$ cat config.mk
export PLATFORM = sky130hd
export DESIGN_NAME = multi_channel_par_to_ser
export DESIGN_NICKNAME = d
export VERILOG_FILES = /design/src/rtl/multi_channel_par_to_ser.sv
export SDC_FILE = /design/constraint.sdc
export NUM_CORES = 1
export LEC_CHECK = 0
export ABC_CLOCK_PERIOD_IN_PS = 1500
export CAP_MARGIN = 20
export CORE_MARGIN = 2
export CORE_UTILIZATION = 48
export DETAILED_ROUTE_END_ITERATION = 8
export GPL_TIMING_DRIVEN = 0
export PLACE_DENSITY = 0.75
export SLEW_MARGIN = 20
export SYNTH_ARGS = -nofsm -noshare
export SYNTH_HDL_FRONTEND = slang
export SYNTH_SLANG_ARGS = --single-unit
$ cat constraint.sdc
create_clock -name serial_clock -period 1.5 [get_ports serial_clock]
set_input_delay 0.3 -clock serial_clock [delete_from_list [all_inputs] [get_ports serial_clock]]
set_output_delay 0.3 -clock serial_clock [all_outputs]
set_load 0.1 [all_outputs]
$ cat src/rtl/multi_channel_par_to_ser.sv
// multi_channel_par_to_ser: N-lane parallel-to-serial converter with a one-word valid/ready holding buffer.
// Optional clock-pattern lane is built when SER_CLOCK_LANE_EN is defined.
module multi_channel_par_to_ser #(
    parameter int WORD_WIDTH = 10,
    parameter int CHANNELS = 3,
    parameter bit LSB_FIRST = 1'b1,
    parameter logic [WORD_WIDTH-1:0] IDLE_WORD = 10'b1101010100
) (
    input  logic                           serial_clock,
    input  logic                           reset_n,
    input  logic [CHANNELS*WORD_WIDTH-1:0] parallel,
    input  logic                           parallel_valid,
    output logic                           parallel_ready,
    output logic [CHANNELS-1:0]            serial,
    output logic                           word_start,
`ifdef SER_CLOCK_LANE_EN
    output logic                           serial_clock_lane,
`endif
    output logic                           underflow
);
    localparam int CW = $clog2(WORD_WIDTH);
    localparam logic [CW-1:0] LAST = CW'(WORD_WIDTH - 1);
    logic [CW-1:0] bit_count, next_count;
    logic [CHANNELS-1:0][WORD_WIDTH-1:0] shift, holding;
    logic hold_full, wrap, accept;
    always_comb begin
        wrap = bit_count == LAST;
        next_count = wrap ? '0 : bit_count + 1'b1;
        parallel_ready = !hold_full || wrap;
        accept = parallel_valid && parallel_ready;
        word_start = bit_count == '0;
        for (int c = 0; c < CHANNELS; c++)
            serial[c] = LSB_FIRST ? shift[c][0] : shift[c][WORD_WIDTH-1];
    end
    // On the wrap edge the held word moves out while a new word may enter in the same edge.
    always_ff @(posedge serial_clock or negedge reset_n) begin
        if (!reset_n) begin
            bit_count <= '0;
            hold_full <= 1'b0;
            holding <= '0;
            shift <= {CHANNELS{IDLE_WORD}};
            underflow <= 1'b0;
        end else begin
            bit_count <= next_count;
            underflow <= wrap && !hold_full;
            hold_full <= accept || (hold_full && !wrap);
            if (accept)
                holding <= parallel;
            for (int c = 0; c < CHANNELS; c++)
                shift[c] <= wrap ? (hold_full ? holding[c] : IDLE_WORD)
                          : LSB_FIRST ? shift[c] >> 1 : shift[c] << 1;
        end
    end
`ifdef SER_CLOCK_LANE_EN
    always_ff @(posedge serial_clock or negedge reset_n) begin
        if (!reset_n)
            serial_clock_lane <= 1'b1;
        else
            serial_clock_lane <= next_count < CW'(WORD_WIDTH / 2);
    end
`endif
endmodule

Word-level counts from Yosys, hierarchy flattened
Index checks and enable logic that the tools add are counted.

Bits in registers: 66. Bits of input ports: 33. Output and inout bits: 6. Logic and storage cells: 26.

$add $sub $neg: 1. Reductions and logical operators: 8. Muxes and demuxes: 7. Eq/ne operators: 1.

Operators by type and width (number): 10-bit two-way mux (6); 4-bit by 1-bit adder with 4-bit output (second input constant) (1); 4-bit == test (second input constant) (1); 4-bit logical NOT (1); 4-bit two-way mux (1); 1-bit logical AND (3); 1-bit logical NOT (2); 1-bit logical OR (2).

Depth between registers and ports, before layout
Gate-level depths: netlist of the first run.

Word-level depth: 4. Gate-level depth with buffers: 6. Depth with buffers taken out: 3.

Worst setup path before layout of the first run
No wires, ideal clock.

Kind: register to output. Start: register bit_count[2]. End: output word_start. Path buffers: 0. Slack: -2.154 ns. Cell stages (with the launch flop): 2. Data required time: 1.200 ns. Arrival time: 3.354 ns. Cell sequence: dfrtp_1 > nor4_1.

Longest elaborated chain between the ends: 1.

Ends and longest elaborated chain: start: declaration (RTL line 23) `logic [CW-1:0] bit_count, next_count;`; start signal: assignment (RTL line 44) `bit_count <= next_count;`; 4-bit logical NOT (RTL line 31) `word_start = bit_count == '0;`; end: declaration (RTL line 15) `output logic word_start,`.

Every way passes these cells.

Worst setup path after layout of the first run
Start: register bit_count[2]. End: output parallel_ready.

Longest elaborated chain between the ends: 2.

Ends and longest elaborated chain: 4-bit == test (RTL line 27) `wrap = bit_count == LAST;`; 1-bit logical OR (RTL line 29) `parallel_ready = !hold_full || wrap;`; end: declaration (RTL line 13) `output logic parallel_ready,`.

Every way passes these cells.

==> results.md, run 1 <==
| Step | Result | This run |
| --- | --- | --- |
| sta | Number of endpoints with negative hold slack in the final report | 0 |
| floorplan | Floorplan die area | 6050 um^2 |
| logic synthesis | Proportion of synthesized chip area in sequential cells | 0.639 |
| layout | Share of post-route cells with drive strength above 1 | 0.355 |
| global route | Total global-route track usage | 0.184 |
| floorplan | FP Rows | 26 |
| logic synthesis | Warnings from Yosys | 0 |
| route | Post-DR wirelength/cell | 14.5 um |
| floorplan | Die height | 77.8 um |
| sta | Pins over their slew limit | 0 |
| placed design | Placed Cells | 324 |
| cts | Clock latency on the worst-skew pair | 0.34 ns |
| pwr | Power per standard cell area | 1100 nW/um^2 |
| cts | TritonCTS buffer count | 9 |
| worst setup path | Worst path arrival time | 1.35 ns |
| worst setup path | Maximum fanout count along the critical path | 3 |
| pwr | Share of total power in combinational logic | 0.156 |
| worst setup path | Slowest CP cell | sky130_fd_sc_hd__dfrtp_2 |
| sta | Final setup vio count | 32 |
| layout | Signed area change from the synthesized netlist to the final layout | 41.9% |
| route | DR DRC count | 0 |
| sta | Clock skew after layout | 0.0102 ns |
| worst setup path | Peak per-stage delay on the critical path | 0.43 ns |
| route | Mean number of vias per cell | 4.85 |
| placed design | Worst Setup Slack post-DPL | -0.813 ns |
| worst setup path | Critical path depth in cells | 4 |
| layout | Final cell count without fillers | 357 |
| placed design | HPWL Detailed | 3.04 mm |
| route | Number of DRC violations after detailed-routing iteration 0 | 83 |
| logic synthesis | Share of Yosys cell area claimed by the top area cell type | 0.488 |
| worst setup path | Worst reg2reg path startpoint | bit_count[2] |
| worst setup path | CP bufs+invs | 2 |
| sta | Worst slew slack as a fraction of its limit | 0.643 |
| sta | Post-route worst hold slack | 0.322 ns |
| sta | Slew at the pin closest to its max-slew limit | 0.535 ns |
| global route | Maximum number of pins on one net before global-route repair | 61 |
| worst setup path | Critical path capture point | parallel_ready |
| logic synthesis | Count of state elements after synthesis | 66 |
| floorplan | Ports | 39 |
| worst setup path | Category of cells accounting for the largest share of critical-path delay | flip-flops |
| worst hold path | Classification of the worst-slack hold path | in2async |
| logic synthesis | Dominant cell type by area after synthesis | sky130_fd_sc_hd__dfrtp_1 |
| worst setup path | Reg-to-Reg End | holding[8] |
| sta | Crit share post-route | 1.10 |
| sta | Minimum clock period after layout | 1.65 ns |
| worst setup path | Type of origin of the critical path | flop |
| pwr | Sequential cell fraction of total power | 0.494 |
| route | Routed Wire Length | 5.16 mm |
| global route | Vias in the first global route | 1757 |
| pwr | Net switching power | 984 uW |
| logic synthesis | Cell area after synthesis | 2610 um^2 |
| sta | Unrepaired setup endpoints after global routing | yes |
| logic synthesis | Syn avg cell area | 12.2 um^2 |
| status | Violated checks | setup timing |
| worst setup path | Endpoint class of the critical path | output port |
| floorplan | Core region area | 5170 um^2 |
| floorplan | Die boundary width | 77.8 um |
| cts | Buffers from clock root to sink, at most | 2 |
| floorplan | Starting utilization of the core area | 0.505 |
| global route | Antenna violations before repair | 0 |
| pwr | Largest vdd supply drop | 0.657 mV |
| logic synthesis | Yosys cell types | 22 |
| layout | Number of nets in the final layout | 315 |
| pwr | Switching part of the total | 0.240 |
| layout | Fill cell instance count of the final layout | 358 |
| layout | Number of diodes added for antenna fixing | 0 |
| worst setup path | Critical path, cell by cell | nand4bb_1 -> buf_6 -> nand2_4 -> buf_12 |
| logic synthesis | Synth Net Count | 248 |
| run | Max-Cap Viols | 0 |
| sta | Maximum operating frequency | 0.606 GHz |
| placed design | Count of buffers inserted at the top-level ports | 38 |
| global route | Wire length of the first global-routing pass | 8.51 mm |
| layout | Commonest cells after routing, fill and taps aside | sky130_fd_sc_hd__dfrtp_1 (49), sky130_fd_sc_hd__nand2_1 (41), sky130_fd_sc_hd__clkdlybuf4s50_1 (31) |
| route | Antenna violation net count after detailed routing | 0 |
| cts | Number of levels in the clock H-tree | 3 |
| pwr | Sum of internal, switching and leakage power | 4090 uW |
| logic synthesis | Count of mapped cells out of synthesis | 215 |
| worst setup path | First element of the critical path | bit_count[2] |
| cts | Clk sink count | 66 |
| worst setup path | Cells on worst reg2reg path | 6 |
| route | Total via count in the routed design | 1732 |
| worst setup path | Flop-to-flop setup slack | -0.14 ns |
| sta | Crit path setup slack, layout | -0.151 ns |
| logic synthesis | Area contributors post-synth | sky130_fd_sc_hd__dfrtp_1 (49%), sky130_fd_sc_hd__dfstp_2 (15%), sky130_fd_sc_hd__mux2_2 (9.0%) |
| pwr | Internal power | 3110 uW |
| worst setup path | Startpoint-to-endpoint class of the critical path | reg2out |
| worst setup path | Crit path required time | 1.20 ns |
| cts | CTS root buf | sky130_fd_sc_hd__clkbuf_8 |
| route | Count of TritonRoute iterations in the first routing pass | 4 |
| status | Status | finished, violations left |
| pwr | Fraction of power consumed by the clock network | 0.351 |
| pwr | Static power due to leakage | 0.00171 uW |
| placed design | Final estimated routing congestion in global placement | 0.722 |
| global route | Total congestion overflow after global routing | 0 |
| cts | Clock input transition at the sequential cells of the worst setup and hold paths | 0.07 ns |
| cts | TritonCTS clock tree | built |
| layout | Commonest non-fill, non-tap cell in the layout | sky130_fd_sc_hd__dfrtp_1 |
## power by group through the flow
| stage | clock (uW) | combinational (uW) | sequential [uW] |
|---|---|---|---|
| 2_1_floorplan | 0 | 412 | 2020 |
| 3_3_place_gp | 0 | 576 | 2050 |
| 3_5_place_dp | 0 | 599 | 2050 |
| 4_1_cts | 1460 | 619 | 2020 |
| 5_1_grt | 1540 | 692 | 2040 |
| 6_report | 1440 | 637 | 2020 |
## routing by layer
layer / wire length, um / track usage / vias up
met1: 2430 / 0.254 / 839
met3: 219 / 0.0523 / 9
met4: 65 / 0.0643 / 0
met2: 2440 / 0.281 / 40
met5: 0 / 0 / -
li1: - / - / 844
## metrics by stage
stage / util / area, um^2 / setup TNS [ns]
6_report: 0.717 / 3710 / -4.01
5_1_grt: 0.717 / 3710 / -6.47
4_1_cts: 0.690 / 3570 / -3.99
3_5_place_dp: 0.625 / 3230 / -7.53
3_3_place_gp: 0.620 / 3210 / -124.73
2_1_floorplan: - / 2740 / -1.55
## how the worst min path moves through the flow
| stage | endpoint |
|---|---|
| after floorplan | bit_count[0] |
| after CTS | holding[0] |
| after global placement | shift[2] |
| after global routing | holding[2] |
| final | holding[2] |
| after detailed placement | serial[0] |
## logic make-up after synthesis
| family | synth area share |
|---|---|
| and+or+nand+nor | 0.102 |
| muxes | 0.133 |
| AOI/OAI and AO/OA | 0.0747 |
| buffers and inverters | 0.0474 |
| xor gates and xnor gates | 0.00335 |
| DFF | 0.639 |
## final cells by class
class | instances | area (um^2) | share of cell area
Buffer | 16 | 160 | 0.0432
Clock buffer | 13 | 149 | 0.0401
Clock inverter | 3 | 40.0 | 0.0108
Inverter | 6 | 22.5 | 0.00607
Multi-Input combinational cell | 127 | 960 | 0.259
Sequential cell | 66 | 1670 | 0.451
Tap cell | 70 | 87.6 | 0.0236
Timing Repair Buffer | 56 | 617 | 0.166
## cell usage after synthesis
master,instances
sky130_fd_sc_hd__dfstp_2,15
sky130_fd_sc_hd__a21boi_4,1
sky130_fd_sc_hd__nor2b_1,12
sky130_fd_sc_hd__nor4_1,1
sky130_fd_sc_hd__nor2_1,1
sky130_fd_sc_hd__mux2_1,9
sky130_fd_sc_hd__nand2_1,44
sky130_fd_sc_hd__o21ai_0,29
sky130_fd_sc_hd__clkbuf_1,6
sky130_fd_sc_hd__o211ai_1,1
sky130_fd_sc_hd__a21oi_1,3
sky130_fd_sc_hd__mux2i_1,1
sky130_fd_sc_hd__buf_4,4
sky130_fd_sc_hd__dfrtp_1,51
sky130_fd_sc_hd__a22o_1,1
sky130_fd_sc_hd__buf_6,3
sky130_fd_sc_hd__buf_2,3
sky130_fd_sc_hd__xnor2_1,1
sky130_fd_sc_hd__mux2_2,21
sky130_fd_sc_hd__nand2b_1,1
sky130_fd_sc_hd__inv_1,6
sky130_fd_sc_hd__nand4bb_1,1
## registers in the layout (all words and copies together) (netlist names)
register and flops:
bit_count 4, serial 3, shift 27, holding 30, hold_full 1, underflow 1
## what timing repair did
action	4_1_cts	5_1_grt
cloned	1	3
gates resized for setup	53	25
hold buffers	1	0
endpoints found under the hold margin	6	0
setup buffers	7	5
pin swaps	2	1
endpoints found under the setup margin	43	60
No activity file was read; power rests on OpenSTA's default activity.
==> inputs of run 2 (changes only) <==
--- a/config.mk
+++ b/config.mk
@@ -10,4 +10,5 @@
 export CORE_MARGIN = 2
 export CORE_UTILIZATION = 48
+export CTS_CLUSTER_DIAMETER = 150
 export DETAILED_ROUTE_END_ITERATION = 8
 export GPL_TIMING_DRIVEN = 0
==> constraint.sdc (replaced) <==
create_clock -name serial_clock -period 1.5 [get_ports serial_clock]
set_input_delay 0.15 -clock serial_clock [delete_from_list [all_inputs] [get_ports serial_clock]]
set_output_delay 0.15 -clock serial_clock [all_outputs]
set_load 0.1 [all_outputs]
==> run 2 against run 1 <==
The run still ends with setup timing left. Die area unchanged. Core utilization down 1.0 points. Worst setup slack better by 0.048 ns. Clock power about the same. Critical path depth up 2. Sequential share of layout area up 0.66 points. Worst hold slack worse by 0.15 ns. Via count up 1.1%. Clock skew down 0.0016 ns. First-iteration DRC count down 12%. Clock-buffer cell count unchanged. Highest routed layer unchanged.
==> results.md, run 2 (synthesis gave the netlist of run 1 again) <==
| Step | Result | This run |
| --- | --- | --- |
| route | Post-DR wirelength/cell | 14.5 um |
| floorplan | Die height | 77.8 um |
| placed design | Placed Cells | 324 |
| layout | Final design area excluding fillers | 3650 um^2 |
| pwr | Power per standard cell area | 1120 nW/um^2 |
| route | Antenna violation net count after detailed routing | 0 |
| route | Met2 layer wire length in the routed design | 2.37 mm |
| layout | Signed area change from the synthesized netlist to the final layout | 39.8% |
| layout | Largest register FFs | 30 |
| sta | Unrepaired setup endpoints after global routing | yes |
| placed design | Count of buffers inserted at the top-level ports | 38 |
| global route | Antenna violations before repair | 0 |
| layout | Number of nets in the final layout | 310 |
| route | Met3 WL | 215 um |
| cts | Clk sink count | 66 |
| sta | Total Neg Setup Slack | -2.70 ns |
| cts | CTS root buf | sky130_fd_sc_hd__clkbuf_8 |
| cts | TritonCTS clock tree | built |
| global route | Total global-route track usage | 0.186 |
| floorplan | Core region area | 5170 um^2 |
| sta | Number of endpoints with negative hold slack in the final report | 0 |
| worst setup path | Flop-to-flop setup slack | -0.10 ns |
| route | Topmost layer with routed signal wires | met4 |
| floorplan | Ports | 39 |
| sta | Maximum operating frequency | 0.624 GHz |
| cts | Clock latency on the worst-skew pair | 0.34 ns |
| layout | Commonest non-fill, non-tap cell in the layout | sky130_fd_sc_hd__dfrtp_1 |
| sta | Clock skew after layout | 0.00853 ns |
| layout | Number of diodes added for antenna fixing | 0 |
| placed design | Post-DP Area | 3230 um^2 |
| global route | Total congestion overflow after global routing | 0 |
| placed design | Worst Setup Slack post-DPL | -0.663 ns |
| floorplan | Starting utilization of the core area | 0.505 |
| pwr | Sum of internal, switching and leakage power | 4090 uW |
| status | Status | finished, violations left |
| cts | Clock input transition at the sequential cells of the worst setup and hold paths | 0.07 ns |
| sta | Pins over their slew limit | 0 |
| placed design | Final estimated routing congestion in global placement | 0.722 |
| pwr | Static power due to leakage | 0.00167 uW |
| worst setup path | Startpoint-to-endpoint class of the critical path | reg2reg |
| sta | Worst slew slack as a fraction of its limit | 0.638 |
| run | Max-Cap Viols | 0 |
| pwr | Largest vdd supply drop | 0.743 mV |
| cts | TritonCTS buffer count | 9 |
| floorplan | Die boundary width | 77.8 um |
| layout | Share of post-route cells with drive strength above 1 | 0.337 |
| worst setup path | Worst path arrival time | 1.82 ns |
| worst setup path | Cells on worst reg2reg path | 6 |
| layout | Final cell count without fillers | 352 |
| route | Count of TritonRoute iterations in the first routing pass | 4 |
| floorplan | FP Rows | 26 |
| global route | Maximum number of pins on one net before global-route repair | 61 |
| global route | Vias in the first global route | 1771 |
| route | Routed Wire Length | 5.10 mm |
| floorplan | Floorplan die area | 6050 um^2 |
| route | Mean number of vias per cell | 4.97 |
| route | Total via count in the routed design | 1751 |
| status | Violated checks | setup timing |
| worst setup path | Crit path required time | 1.72 ns |
| sta | Crit path setup slack, layout | -0.103 ns |
| worst setup path | Endpoint class of the critical path | flop |
| sta | Slew at the pin closest to its max-slew limit | 0.543 ns |
| worst hold path | Classification of the worst-slack hold path | in2async |
| layout | Largest registers | holding: 30 flops, shift: 27 flops, bit_count: 4 flops |
| layout | Largest register by flop count | holding |
| cts | Number of levels in the clock H-tree | 3 |
| cts | Buffers from clock root to sink, at most | 2 |
| worst setup path | Reg-to-Reg End | holding[8] |
| worst setup path | Type of origin of the critical path | flop |
| worst setup path | Maximum fanout count along the critical path | 6 |
| sta | Final setup vio count | 31 |
| route | Number of DRC violations after detailed-routing iteration 0 | 73 |
| placed design | HPWL Detailed | 3.04 mm |
| route | DR DRC count | 0 |
| global route | Wire length of the first global-routing pass | 8.56 mm |
| route | Metal-1 WL | 2.42 mm |
| layout | Commonest cells after routing, fill and taps aside | sky130_fd_sc_hd__dfrtp_1 (49), sky130_fd_sc_hd__nand2_1 (43), sky130_fd_sc_hd__clkdlybuf4s50_1 (31) |
| worst setup path | Worst reg2reg path startpoint | bit_count[2] |
| sta | Crit share post-route | 1.07 |
| sta | Minimum clock period after layout | 1.60 ns |
==> run 2: report_power, final <==
part           switching (uW)  internal (uW)  leakage, uW
Combinational             275            358     0.000791
Clock                     621            810    0.0000974
Sequential               80.6           1940     0.000785
Total                     977           3110      0.00167
==> run 2: through the flow <==
step / utilization / hold WS [ns]
CTS: 0.688 / 0.167
finish: 0.707 / 0.170
floorplan: - / -0.146
global route: 0.707 / 0.184
detailed placement: 0.625 / -0.0185
global placement: 0.620 / 0.433
==> run 2: critical path: stages (launching register included) <==
cell and delay, ns:
sky130_fd_sc_hd__dfrtp_2 0.40, sky130_fd_sc_hd__nand4bb_1 0.19, sky130_fd_sc_hd__buf_6 0.15, sky130_fd_sc_hd__a21boi_4 0.14
sky130_fd_sc_hd__buf_12 0.16, sky130_fd_sc_hd__clkbuf_16 0.15, sky130_fd_sc_hd__mux2_4 0.29
==> run 2: cell type report <==
class	instances	area (um^2)
plain buffers	15	141
clock buffers	13	149
clock inverters	3	40.0
fillers	369	1520
inverters	6	22.5
multi-input cells	127	955
flip-flops and latches	66	1670
well taps	70	87.6
repair buffers	52	587
==> run 2: timing repair <==
| action | in CTS | in global routing |
|---|---|---|
| gates cloned | 1 | 2 |
| hold buffers | 1 | 0 |
| pin swaps | 3 | 3 |
| setup endpoints to repair | 43 | 60 |
| resized for setup | 37 | 26 |
| buffers inserted | 8 | 2 |
| endpoints found under the hold margin | 51 | 0 |
==> run 2: layer usage <==
metal	vias up	GRT usage
li1	826	-
met1	881	0.253
met2	36	0.280
met3	8	0.0558
met4	0	0.0750
met5	-	0
==> run 2: worst max path at each step <==
stage                 start        endpoint  slack, ns  depth (start not counted)
3_5_place_dp   bit_count[1]  parallel_ready      -0.66                          4
3_3_place_gp        reset_n    bit_count[2]      -2.02                          1
5_1_grt        bit_count[1]     holding[20]      -0.16                          6
4_1_cts        bit_count[2]      holding[5]      -0.14                          6
6_report       bit_count[2]      holding[8]      -0.10                          6
2_1_floorplan  bit_count[1]      word_start      -0.18                          1
